==> config.mk <==
export PLATFORM = sky130hd
export DESIGN_NAME = serial_mult_ctrl
export DESIGN_NICKNAME = d
export VERILOG_FILES = /design/src/rtl/serial_mult_ctrl.sv
export SDC_FILE = /design/constraint.sdc
export NUM_CORES = 1
export LEC_CHECK = 0
export ABC_AREA = 1
export ABC_CLOCK_PERIOD_IN_PS = 5700
export CORE_ASPECT_RATIO = 1.2
export CORE_MARGIN = 4
export CORE_UTILIZATION = 42
export CTS_CLUSTER_SIZE = 14
export DETAILED_ROUTE_END_ITERATION = 12
export DONT_BUFFER_PORTS = 1
export PLACE_DENSITY_LB_ADDON = 0.12
export SLEW_MARGIN = 30
export SYNTH_ARGS = -nofsm -noshare
export SYNTH_HDL_FRONTEND = slang
export SYNTH_SLANG_ARGS = --single-unit
==> constraint.sdc <==
create_clock -name clk -period 5.7 [get_ports clk]
set_input_delay 0.285 -clock clk [delete_from_list [all_inputs] [get_ports clk]]
set_output_delay 0.285 -clock clk [all_outputs]
set_load 0.01 [all_outputs]
==> src/rtl/serial_mult_ctrl.sv <==
// Shift-and-add multiplier; done pulses MULTIPLIER_WID cycles after the accepting edge.
// start is accepted only while ready (IDLE/DONE); requests during RUN are dropped, not queued.
module serial_mult_ctrl #(
  parameter int MULTIPLICAND_WID = 32,
  parameter int MULTIPLIER_WID   = 32
) (
  input  logic                                       clk,
  input  logic                                       rst,
  input  logic                                       start,
  input  logic [MULTIPLICAND_WID-1:0]                M,
  input  logic [MULTIPLIER_WID-1:0]                  Q,
  output logic                                       ready,
  output logic                                       busy,
  output logic                                       done,
  output logic [MULTIPLICAND_WID+MULTIPLIER_WID-1:0] product
);

  localparam int MW = MULTIPLICAND_WID;
  localparam int QW = MULTIPLIER_WID;
  localparam int CW = $clog2(QW) + 1;
  localparam logic [CW-1:0] CNT_LAST = CW'(QW - 1);

  typedef enum logic [1:0] {
    IDLE,
    RUN,
    DONE
  } state_t;

  state_t          state;
  state_t          state_nxt;
  logic            load;
  logic            step;
  logic            finish;
  logic [MW-1:0]   mcand_r;
  logic [MW:0]     acc_hi;
  logic [QW-1:0]   acc_lo;
  logic [CW-1:0]   cnt;
  logic [MW:0]     sum;

  // acc_hi keeps one spare bit so the add never loses its carry
  assign sum = acc_lo[0] ? (acc_hi + {1'b0, mcand_r}) : acc_hi;

  // Status outputs decode the state register only, so inputs never reach them combinationally
  assign ready = (state != RUN);
  assign busy  = (state == RUN);
  assign done  = (state == DONE);

  always_ff @(posedge clk or posedge rst) begin
    if (rst) begin
      state <= IDLE;
    end else begin
      state <= state_nxt;
    end
  end

  always_comb begin
    state_nxt = state;
    load      = 1'b0;
    step      = 1'b0;
    finish    = 1'b0;
    case (state)
      IDLE: begin
        if (start) begin
          load      = 1'b1;
          state_nxt = RUN;
        end
      end
      RUN: begin
        step = 1'b1;
        if (cnt == CNT_LAST) begin
          finish    = 1'b1;
          state_nxt = DONE;
        end
      end
      DONE: begin
        if (start) begin
          load      = 1'b1;
          state_nxt = RUN;
        end else begin
          state_nxt = IDLE;
        end
      end
      default: state_nxt = IDLE;
    endcase
  end

  always_ff @(posedge clk or posedge rst) begin
    if (rst) begin
      mcand_r <= '0;
      acc_hi  <= '0;
      acc_lo  <= '0;
      cnt     <= '0;
      product <= '0;
    end else if (load) begin
      mcand_r <= M;
      acc_hi  <= '0;
      acc_lo  <= Q;
      cnt     <= '0;
    end else if (step) begin
      acc_hi <= {1'b0, sum[MW:1]};
      acc_lo <= {sum[0], acc_lo[QW-1:1]};
      cnt    <= cnt + CW'(1);
      if (finish) begin
        product <= {sum, acc_lo[QW-1:1]};
      end
    end
  end

endmodule

==> metrics <==
ant diodes 0; fmax 400 MHz; Skew-Pair Late Insertion Delay 430 ps; Floorplan Core Area 21,700 sq um; skew final 10.6 ps; Row Count 59; initial drt markers 490; critical path fanouts, max 36; share of cells above drive strength 1 6.48%; initial core utilization 42.8%; flops & latches, synth 168; Setup Total Neg Slack 0 ps; DRT Pass-1 Iters 5; DR DRC count 0; Worst R2R Start state[0]$_DFFE_PP0P_; Final Max Slew Viols 0; die area 24,600 sq um; Pleak 5.82 nW; Post-synth top flop dfrtp_1; worst endpoint required time 6040 ps; fraction of synthesized area in multiplexers 0%; Setup Buffers After CTS 0; Final #Nets 1,400; commonest non-fill, non-tap cell in the layout nand2_1; clk buf depth 2; H-tree levels 4; Setup-failing EPs final 0; largest family of logic cells by synthesized area simple AND/OR/NAND/NOR gates; post-synthesis sequential area ratio 45.3%; port bufs 0; TritonCTS clock tree built; Area growth, synth to finish 15.8%; crit path launch type flop; Max VDD drop 0.254 mV; clk root buf clkbuf_16; Max-slew headroom 39.9%; Synth Area in Compound Gates 9.19%; CP Class reg -> reg; width of the chip 144 microns; period utilisation layout 43.9%; RD Place Congestion 0.914; vias per inst 4.94; Overall Global Routing Usage 20.7%; top post-synthesis cells by area dfrtp_1 (45%), nand2_1 (21%), inv_1 (7.0%); Top Ports 134; worst reg2reg path depth 7; syn_nets 1,351; FF-to-FF End acc_lo[1]$_DFFE_PP0P_; Crit. End Element flop; Synth top area share 45.3%; Post-Syn Area 9280 sq um; cts hold-fix bufs 65; Die Ht 171 microns; Post-Synth Simple-Gate Area 29.8%; RSZ-0062 raised after global routing false; total number of vias 7,827; worst-margin pin slew 900 ps; first-pass GRT wire length 40,400 microns; crit path from state[0]$_DFFE_PP0P_; sequential share of power 29.4%; crit path DAT 2840 ps; Clock transition at path regs 80 ps; min Tclk post-route 2500 ps; Worst Hold Class in -> async; Synth Instances 1,250; post-route ant nets 0; Yosys cell types 34; Synth area leader dfrtp_1; global route total overflow 0; DR WL/cell 15.5 microns; final WL 24,500 microns; Fin. Hold Viols 0; switching portion of total power 48.9%; worst hold slack 494 ps; Clock Power Share 16.7%; net switching power 3.48 mW; reg-to-reg setup timing slack 3200 ps; status complete, no violations; cts repair resizes 0; yosys warns 0; clock buffers created by TritonCTS 17; HPWL Detailed 17,500 microns; maxcap violations 0; vias in the first global route 7,835; Setup crit end acc_lo[1]$_DFFE_PP0P_; initial antenna violation count 1; async set or reset register ratio after synthesis 100%; syn_area_per_cell 7.43 sq um; Post-synth EDFFs 0; Synth Area in Adders 4.66%; Finished Layout Cells 1,586; dpl cells 1,488; combinational share of power 53.9%; pwr/cell area 663 nW/um^2; largest net degree at the start of global routing 106; most frequent cells in the layout nand2_1 (512), inv_1 (170), dfrtp_1 (168); Synth Area in XOR/XNOR 1.23%; Pint 3.64 mW; Sink Count 168
worst max-delay path, cell delays in order, from the launching register on:
cell and delay, ps:
dfrtp_1 390, inv_2 70, nand2_1 420, buf_4 400, inv_2 440, buf_4 460, nand2_1 110, o221ai_1 90
synth_stat cells, drive strengths merged (14+ instances only):
master and number:
a21oi 20, dfrtp 168, nand2 515, o221ai 32
ha 33, clkbuf 14, nand3 90, buf 29
inv 180, nor2 50, o21ai 61, or2 16
worst min-delay path by stage:
stage / from / endpoint / cells after the start / slack, ps
after global placement: M[5] / mcand_r[5]$_DFFE_PP0P_ / 2 / 400
final: rst / product[12]$_DFFE_PP0P_ / 2 / 490
after floorplan: M[0] / mcand_r[0]$_DFFE_PP0P_ / 2 / 390
after CTS: M[5] / mcand_r[5]$_DFFE_PP0P_ / 3 / 490
after global routing: M[17] / mcand_r[17]$_DFFE_PP0P_ / 3 / 500
after detailed placement: M[13] / mcand_r[13]$_DFFE_PP0P_ / 2 / 400
power by group through the flow:
stage | logic (mW) | clock network [mW] | registers [mW]
2_1_floorplan | 2.97 | 0 | 1.99
3_3_place_gp | 3.73 | 0 | 2.12
3_5_place_dp | 3.78 | 0 | 2.12
4_1_cts | 3.84 | 1.22 | 2.10
5_1_grt | 4.43 | 1.27 | 2.16
6_report | 3.84 | 1.19 | 2.09
sequential cells by signal, indices dropped and copies added, names as in the netlist:
signal   flops
cnt          6
state        2
mcand_r     32
product     64
acc_lo      32
acc_hi      32
through the flow:
stage               util [%]  setup WS, ps  power (mW)  area, sq um
global placement        43.6          3100        5.86         9450
floorplan                  -           868        4.95         9280
finish                  49.5          3200        7.12        10700
CTS                     49.4          3080        7.16        10700
global route            49.5          2920        7.85        10700
detailed placement      43.6          3100        5.89         9450
kinds of logic (layout without fill, tap and decap cells):
kind of cell             after synthesis  count (layout)
adder cells (fa/ha/maj)               34              34
flip-flops                           168             168
buffers and inverters                223             285
AO/OA/AOI/OAI                        135             135
AND/OR/NAND/NOR                      677             677
XOR/XNOR                              13              13
metal layers:
layer	vias to the layer above	GRT usage, %	part of all wire [%]
met4	2	4.55	0.96
met3	17	4.92	5.8
met1	3607	28.3	46
met2	177	33.8	47
li1	4024	-	-
met5	-	0	0.053
cell type report:
cell class	instances	area, sq um
flip-flops and latches	168	4200
inverters	180	684
clock buffers	17	425
clock inverters	15	191
repair buffers	73	727
well taps	274	343
fillers	2166	11000
multi-input cells	859	4170
(Power assumes the default switching activity.)
